File: config.mk
export PLATFORM = sky130hd
export DESIGN_NAME = iob_bus_split
export DESIGN_NICKNAME = d
export VERILOG_FILES = /design/src/rtl/iob_bus_split.sv
export SDC_FILE = /design/constraint.sdc
export NUM_CORES = 1
export LEC_CHECK = 0
export CORE_AREA = 2 2 122 124
export CTS_BUF_LIST = sky130_fd_sc_hd__clkbuf_4
export DETAILED_ROUTE_END_ITERATION = 10
export DIE_AREA = 0 0 124 126
export HOLD_SLACK_MARGIN = 0.1
export PLACE_DENSITY = 0.71
export SYNTH_ARGS = -nofsm -noshare
export SYNTH_HDL_FRONTEND = slang
export SYNTH_SLANG_ARGS = --single-unit
File: constraint.sdc
create_clock -name clk -period 2.5 [get_ports clk]
set_input_delay 0.5 -clock clk [delete_from_list [all_inputs] [get_ports clk]]
set_output_delay 0.5 -clock clk [all_outputs]
set_load 0.05 [all_outputs]
File: src/rtl/iob_bus_split.sv
// Single-master to N-slave bus splitter: decodes address MSBs (with boot remap of
// slave 0 to the last slave) and forwards one request at a time. Optional macro: BUS_TIMEOUT_EN.
module iob_bus_split #(
  parameter int unsigned ADDR_W    = 32,
  parameter int unsigned DATA_W    = 32,
  parameter int unsigned N_SLAVES  = 2,
  parameter int unsigned P_SLAVES  = 1,
  parameter int unsigned TIMEOUT_W = 8
) (
  input  logic                           clk,
  input  logic                           rst,
  input  logic                           boot,
  input  logic                           m_valid,
  input  logic [ADDR_W-1:0]              m_addr,
  input  logic [DATA_W-1:0]              m_wdata,
  input  logic [DATA_W/8-1:0]            m_wstrb,
  output logic [DATA_W-1:0]              m_rdata,
  output logic                           m_ready,
  output logic                           err,
  output logic [N_SLAVES-1:0]            s_valid,
  output logic [N_SLAVES*ADDR_W-1:0]     s_addr,
  output logic [N_SLAVES*DATA_W-1:0]     s_wdata,
  output logic [N_SLAVES*DATA_W/8-1:0]   s_wstrb,
  input  logic [N_SLAVES*DATA_W-1:0]     s_rdata,
  input  logic [N_SLAVES-1:0]            s_ready
);

  localparam int unsigned STRB_W = DATA_W / 8;
  localparam logic [P_SLAVES-1:0] LAST = P_SLAVES'(N_SLAVES - 1);

  if (N_SLAVES < 2 || N_SLAVES > 2**P_SLAVES || DATA_W % 8 != 0 || TIMEOUT_W < 1) begin : g_param_err
    $error("iob_bus_split: illegal parameter combination");
  end

  typedef enum logic [1:0] {IDLE, REQ, RESP} state_t;
  state_t state, state_nxt;

  logic [ADDR_W-1:0]   addr_r;
  logic [DATA_W-1:0]   wdata_r;
  logic [STRB_W-1:0]   wstrb_r;
  logic [P_SLAVES-1:0] tgt, tgt_nxt, sel;
  logic                tgt_bad;
  logic                sel_ready;
  logic [DATA_W-1:0]   sel_rdata;
  logic [DATA_W-1:0]   rdata_r;
  logic                err_r;
  logic                timeout;

  // Target decode in IDLE; boot is only looked at here, so later changes cannot retarget.
  always_comb begin
    sel     = m_addr[ADDR_W-1 -: P_SLAVES];
    tgt_nxt = (boot && sel == '0) ? LAST : sel;
    tgt_bad = {1'b0, tgt_nxt} >= (P_SLAVES+1)'(N_SLAVES);
  end

  // Slave-side mux: only the latched target's ready/rdata are observed.
  always_comb begin
    sel_ready = 1'b0;
    sel_rdata = '0;
    s_valid   = '0;
    for (int unsigned i = 0; i < N_SLAVES; i++) begin
      if (tgt == P_SLAVES'(i)) begin
        sel_ready  = s_ready[i];
        sel_rdata  = s_rdata[i*DATA_W +: DATA_W];
        s_valid[i] = (state == REQ);
      end
    end
  end

`ifdef BUS_TIMEOUT_EN
  logic [TIMEOUT_W-1:0] tcnt;
  logic [TIMEOUT_W-1:0] tcnt_inc;

  assign tcnt_inc = tcnt + 1'b1;
  assign timeout  = &tcnt_inc;

  // Held at zero while idle, so every REQ entry starts from a cleared count.
  always_ff @(posedge clk) begin
    if (rst || state == IDLE) tcnt <= '0;
    else if (state == REQ && !sel_ready) tcnt <= tcnt_inc;
  end
`else
  assign timeout = 1'b0;
`endif

  always_ff @(posedge clk) begin
    if (rst) state <= IDLE;
    else     state <= state_nxt;
  end

  always_comb begin
    state_nxt = state;
    case (state)
      IDLE:    if (m_valid) state_nxt = tgt_bad ? RESP : REQ;
      REQ:     if (sel_ready || timeout) state_nxt = RESP;
      RESP:    state_nxt = IDLE;
      default: state_nxt = IDLE;
    endcase
  end

  always_ff @(posedge clk) begin
    if (rst) begin
      addr_r  <= '0;
      wdata_r <= '0;
      wstrb_r <= '0;
      tgt     <= '0;
      rdata_r <= '0;
      err_r   <= 1'b0;
    end else begin
      case (state)
        IDLE: if (m_valid) begin
          addr_r  <= m_addr;
          wdata_r <= m_wdata;
          wstrb_r <= m_wstrb;
          tgt     <= tgt_nxt;
          rdata_r <= '0;
          err_r   <= tgt_bad;
        end
        REQ: if (sel_ready) begin
          rdata_r <= sel_rdata;
          err_r   <= 1'b0;
        end else if (timeout) begin
          rdata_r <= '0;
          err_r   <= 1'b1;
        end
        default: ;
      endcase
    end
  end

  assign m_ready = (state == RESP);
  assign m_rdata = rdata_r;
  assign err     = err_r;
  assign s_addr  = {N_SLAVES{addr_r}};
  assign s_wdata = {N_SLAVES{wdata_r}};
  assign s_wstrb = {N_SLAVES{wstrb_r}};

endmodule

==> results of run 1 <==
==> power groups by stage <==
stage / Combinational (W) / Clock (W) / Sequential (W)
4_1_cts: 0.00152 / 0.000905 / 0.00182
5_1_grt: 0.00159 / 0.000964 / 0.00184
2_1_floorplan: 0.000687 / 0 / 0.00215
3_5_place_dp: 0.00152 / 0 / 0.00186
3_3_place_gp: 0.00150 / 0 / 0.00185
6_report: 0.00151 / 0.000870 / 0.00182
==> layout by cell type (no fill, tap or decap), types with 2 or more instances in the layout <==
cell and n:
buf_4 6, a21oi_1 100, dfxtp_1 102, nor3_1 3, clkinv_4 2, clkdlybuf4s50_1 304
clkbuf_4 11, nor2_1 2, o211ai_1 32, nand2_1 136, or3_1 32, mux2i_1 33
buf_12 6
==> state kept, by name, indices dropped and copies added (netlist names) <==
signal / cells
m_rdata: 32
wdata_r: 32
state: 2
addr_r: 32
wstrb_r: 4
tgt: 1
==> cells by family (layout without fill, tap and decap cells) <==
| family | after synthesis | count (layout) | share of synthesized area, % |
|---|---|---|---|
| AND/OR/NAND/NOR | 177 | 177 | 16.4 |
| other | 1 | 1 | 0.0804 |
| AO/OA/AOI/OAI | 133 | 133 | 16.0 |
| flip-flops | 103 | 103 | 44.2 |
| buffers and inverters | 117 | 333 | 15.9 |
| multiplexers | 34 | 34 | 7.38 |
==> worst min-delay path, delay by kind of cell, from the launching register on <==
family | cells | cell delay [ns]
compound gates | 1 | 0.05
flops | 1 | 0.35
simple gates | 1 | 0.05
==> final timing paths <==
kind | slack (ns) | depth (start not counted) | start | to
max reg2reg | 0.85 | 4 | state[0] | m_rdata[9]
min | 0.48 | 2 | addr_r[31] | addr_r[31]
max | 0.30 | 1 | addr_r[15] | s_addr[47]
min reg2reg | 0.48 | 2 | addr_r[31] | addr_r[31]
==> metrics by stage <==
stage,worst slack [ns],instances,area (sq um),total power (W)
detailed placement,0.400,950,7400,0.00338
floorplan,0.483,565,4660,0.00283
CTS,0.00247,965,7540,0.00425
finish,0.302,965,7540,0.00420
global route,0.175,965,7540,0.00439
global placement,0.433,950,7400,0.00336
==> metal layers <==
metal	vias up	global-route usage (%)
li1	2258	-
met1	2103	19.4
met2	202	33.1
met3	10	5.34
met4	0	4.69
met5	-	0
==> area by class of cell <==
| type | count | share of cell area, % |
|---|---|---|
| multi-input combinational | 345 | 25.0 |
| inverter | 1 | 0.0498 |
| clock inverter | 4 | 0.747 |
| tap | 184 | 3.05 |
| sequential | 103 | 27.4 |
| clock buffer | 11 | 1.10 |
| timing repair buffer | 317 | 42.7 |
==> results.cfg, run 1 <==
[status]
status = complete, no violations

[floorplanning]
dieArea_sq_mm = 0.0156
die_w_microns = 124
fp.dieH_microns = 126
io_pins = 310
rows = 44
core_sq_mm = 0.0143
initial_core_util_pct = 32.6

[global_routing]
grt_pass1_vias = 4422
grtUsageTotal_pct = 17.8
grt_overflow = 0
grt_max_degree = 103
antenna_found_initial = 0
grt_pass1_wl_microns = 22000

[cells_and_area]
n_antenna_cell = 0
fin_util_pct = 52.7
num-fill-cells = 1307
multi_input_area_sq_mm = 0.00188
regArea_sq_mm = 0.00206
fin_nets = 915
area_growth_syn_to_layout_pct = 61.6
drive_gt1_share_pct = 4.10

[drt]
routedWlPerCell_microns = 15.1
ant_nets = 0
top_layer_used = met4
drt_iter0_drc = 169
vias = 4573
met1_length_microns = 5540
drc = 0
avgViaCountPerCell = 4.74
drt_first_pass_iters = 4
routed_wl_microns = 14500
met3WireLength_microns = 1290
dr_wl_met2_microns = 7560

[synth]
synth-edff-count = 0
ys.flop_type = dfxtp_1
synthDistinctLibCells = 21
synth_top_cell_area_share_pct = 44.2
synth_cells = 565
synthMostInstantiatedCell = nand2_1
ys_ff_latch = 103
synthesis.area_sq_mm = 0.00466
async_flop_share_pct = 0
ys_top_cells_by_area = dfxtp_1 44%, buf_4 12%, nand2_1 11%, a21oi_1 11%, mux2i_1 7.1%
synth_top_area_cell = dfxtp_1
yosysWarnings = 0
syn_area_per_cell_sq_um = 8.26
synth_common_cells = 136 x nand2_1, 103 x dfxtp_1, 100 x a21oi_1
synth_nets = 703
yosysSeqAreaShare_pct = 44.2

[critical_path]
arrival_ns = 1.70
critPathKind = flip-flop to primary output
required_ns = 2.00
worstPathCellList = clkdlybuf4s50_1
cp_top_family = buffers and inverters
max_stage_delay_ns = 0.86
path_max_fanout = 3
slowest_stage = clkdlybuf4s50_1
cp_num_buf_inv = 1
worst_setup_path_start_kind = flip-flop
critPathCaptureType = primary output

[sta]
hold_violations = 0
fin_crit_ns = 2.20
fmax_mhz = 455
slew_violations = 0
setup_viol = 0
fin_crit_sh_pct = 87.9
slew_headroom_pct = 63.2
finClkSkew_ns = 0.0178
holdWs_ns = 0.480
finalSetupTns_ns = 0
worst_pin_slew_ns = 0.551
rsz0062_at_grt = false

[clock_network]
cts_buffers = 9
cts_sinks = 103
hold_buffers = 0
htree_levels = 3
cts_buffer_depth = 2
clock_latency_ns = 0.45
post_cts_buffers = 0
cts_resized = 0
cts_tree = done
cts-root-buf = clkbuf_4
clkSlewWorstSetupHoldPaths_ns = 0.16

[power]
ir_worst_vdd_mv = 0.227
clkPwrFrac_pct = 20.7
power_leakage_nw = 2.65
p_seq_share_pct = 43.3
p_per_area_mw_per_mm2 = 557
combPwrFrac_pct = 36.0
p_int_w = 0.00266
p_sw_w = 0.00155
p_sw_share_pct = 36.8

[placed_design]
gp_congestion = 0.747
dp.final_hpwl_microns = 10800
portBuffers = 308

[worst_hold_path]
hold_path.class = flip-flop to flip-flop

[run]
drv.max_cap_violation_count = 0
Power figures use the tool's default switching activity.
==> run 2, diff against run 1 <==
--- a/config.mk
+++ b/config.mk
@@ -5,12 +5,15 @@
 export SDC_FILE = /design/constraint.sdc
 export NUM_CORES = 1
 export LEC_CHECK = 0
+export ABC_AREA = 1
 export CORE_AREA = 2 2 122 124
 export CTS_BUF_LIST = sky130_fd_sc_hd__clkbuf_4
+export CTS_CLUSTER_SIZE = 14
 export DETAILED_ROUTE_END_ITERATION = 10
 export DIE_AREA = 0 0 124 126
+export GPL_TIMING_DRIVEN = 0
 export HOLD_SLACK_MARGIN = 0.1
-export PLACE_DENSITY = 0.71
+export PLACE_DENSITY = 0.72
 export SYNTH_ARGS = -nofsm -noshare
 export SYNTH_HDL_FRONTEND = slang
 export SYNTH_SLANG_ARGS = --single-unit
==> run 2 against run 1 <==
Total power increased by 22%. Sequential power increased by 6%. Combinational power increased by 56%. Clock power decreased by 4.3%. Critical path depth increased by 2. Synthesized area increased by 0.83%. Core utilization increased by 4.1 points. Synthesized cell count increased by 23%. Die area unchanged. Largest power group is now combinational logic.
==> results.cfg, run 2 <==
[status]
status = complete, no violations

[power]
power_leakage_nw = 3.60
ir_worst_vdd_mv = 0.251
p_per_area_mw_per_mm2 = 629

[critical_path]
rrSetupSlack_ns = 0.98
rr_startpoint = state[0]
critPathCaptureType = primary output
worstPathCellList = inv_2, nor2_1, clkdlybuf4s50_1
critPathKind = flip-flop to primary output
arrival_ns = 1.85
path_max_fanout = 3
r2r_cells = 5
cp_top_family = buffers and inverters
cp_num_buf_inv = 2
slowest_stage = clkdlybuf4s50_1
max_stage_delay_ns = 0.84
required_ns = 2.00
worst_setup_path_start_kind = flip-flop
r2r-end = addr_r[5]

[sta]
worst_pin_slew_ns = 0.612
holdWs_ns = 0.512
slew_headroom_pct = 59.2
setup_slack_ns = 0.154
finClkSkew_ns = 0.00859
setup_viol = 0
fin_crit_ns = 2.35
finalSetupTns_ns = 0
slew_violations = 0
rsz0062_at_grt = false
fmax_mhz = 426
fin_crit_sh_pct = 93.8
hold_violations = 0

[clock_network]
post_cts_buffers = 0
cts_sinks = 103
htree_levels = 3
cts_tree = done
clkSlewWorstSetupHoldPaths_ns = 0.15
cts_buffers = 9
clock_latency_ns = 0.47
cts_buffer_depth = 2
cts-root-buf = clkbuf_4
hold_buffers = 0

[placed_design]
dp.final_hpwl_microns = 12800
place_inst = 1186
portBuffers = 308
gp_congestion = 0.825
place_ws_ns = 0.0784

[cells_and_area]
final_cell_mix = 306 x clkdlybuf4s50_1, 204 x nor2_1, 165 x nand2_1
n_antenna_cell = 0
num-fill-cells = 1416
fin_nets = 1151
stdcell_count = 1201
area_growth_syn_to_layout_pct = 72.9
drive_gt1_share_pct = 11.1
final_common_cell = clkdlybuf4s50_1

[floorplanning]
core_sq_mm = 0.0143
die_w_microns = 124
dieArea_sq_mm = 0.0156
rows = 44
io_pins = 310
initial_core_util_pct = 32.9
fp.dieH_microns = 126

[drt]
ant_nets = 0
drt_iter0_drc = 180
vias = 5123
drt_first_pass_iters = 4
avgViaCountPerCell = 4.27
routedWlPerCell_microns = 13.4
drc = 0
routed_wl_microns = 16100

[synth]
synth_top_cell_area_share_pct = 43.8
ys_top_cells_by_area = dfxtp_1 44%, nor2_1 16%, nand2_1 13%, buf_4 12%, o21ai_0 7.3%
synth_cells = 694
synth_top_area_cell = dfxtp_1
synthDistinctLibCells = 19
yosysWarnings = 0
ys.flop_type = dfxtp_1
synth_common_cells = 204 x nor2_1, 165 x nand2_1, 103 x dfxtp_1
synthMostInstantiatedCell = nor2_1
synth_nets = 832
syn_area_per_cell_sq_um = 6.78
synth-edff-count = 0
synthesis.area_sq_mm = 0.00470
async_flop_share_pct = 0
ys_ff_latch = 103
yosysSeqAreaShare_pct = 43.8

[global_routing]
grt_pass1_wl_microns = 24200
antenna_found_initial = 0
grt_max_degree = 16
grtUsageTotal_pct = 20.2
grt_overflow = 0
grt_pass1_vias = 4660

[worst_hold_path]
hold-path-cell-count = 2
hold_path.class = flip-flop to flip-flop
hold_path.startpoint = wdata_r[24]
hold_path_end = wdata_r[24]

[run]
drv.max_cap_violation_count = 0
==> run 2: cell types whose count changed after synthesis, moves of 32 or more <==
| cell | delta |
|---|---|
| a21oi_1 | -99 |
| o21ai_0 | +69 |
| inv_1 | +33 |
| nor2_1 | +202 |
| or3_1 | -32 |
| o211ai_1 | -32 |
| mux2i_1 | -33 |
==> run 2: how the worst max path moves through the flow <==
stage	from	end	slack, ns	depth (start not counted)
finish	state[1]	m_ready	0.15	3
global route	state[1]	m_ready	0.01	3
CTS	state[1]	s_valid[0]	0.07	5
detailed placement	state[1]	s_valid[0]	0.08	5
global placement	state[1]	s_valid[0]	0.08	5
floorplan	state[1]	m_ready	0.95	2
==> run 2: tightest hold or removal path, delay by kind of cell, from the launching register on <==
kind / cells / cell delay, ns
flip-flops: 1 / 0.35
AND/OR/NAND/NOR: 2 / 0.15
==> run 2: layout make-up <==
class                           count  area (sq um)  area share (%)
Timing Repair Buffer              308          3070            37.8
Sequential cell                   103          2060            25.4
Multi-Input combinational cell    446          1800            22.1
Buffer                            106           703            8.65
Tap cell                          184           230            2.83
Inverter                           39           146            1.80
Clock buffer                        9          67.6           0.831
Clock inverter                      6          52.6           0.646
==> run 2: logic make-up (layout without fill, tap and decap cells) <==
logic type / Yosys count / in the layout / share of synthesized area [%]
and+or+nand+nor: 374 / 374 / 30.4
buffers and inverters: 145 / 468 / 18.1
DFF: 103 / 103 / 43.8
AOI/OAI and AO/OA: 71 / 71 / 7.61
other: 1 / 1 / 0.0797
==> run 2: metal layers <==
layer  track usage [%]  routed length [microns]  up-vias
met1              23.3                     6420     2239
li1                  -                        -     2665
met4              7.53                      377        0
met5                 0                        0        -
met3              6.02                     1480       23
met2              34.8                     7780      196
==> run 2: stage by stage <==
stage	power, W	area [sq um]	utilization, %
2_1_floorplan	0.00346	4700	-
6_report	0.00512	8130	56.8
3_5_place_dp	0.00433	8020	56.0
4_1_cts	0.00518	8140	56.9
5_1_grt	0.00539	8130	56.8
3_3_place_gp	0.00432	8020	56.0
==> run 2: report_power, final <==
part | internal [W] | switching [W]
Sequential | 0.00181 | 0.000119
Combinational | 0.000903 | 0.00145
Clock | 0.000289 | 0.000544
==> run 2: repair_timing <==
action	CTS	global route
endpoints found under the setup margin	2	2
gates resized for setup	7	4
gates cloned	0	0
pin swaps	0	0
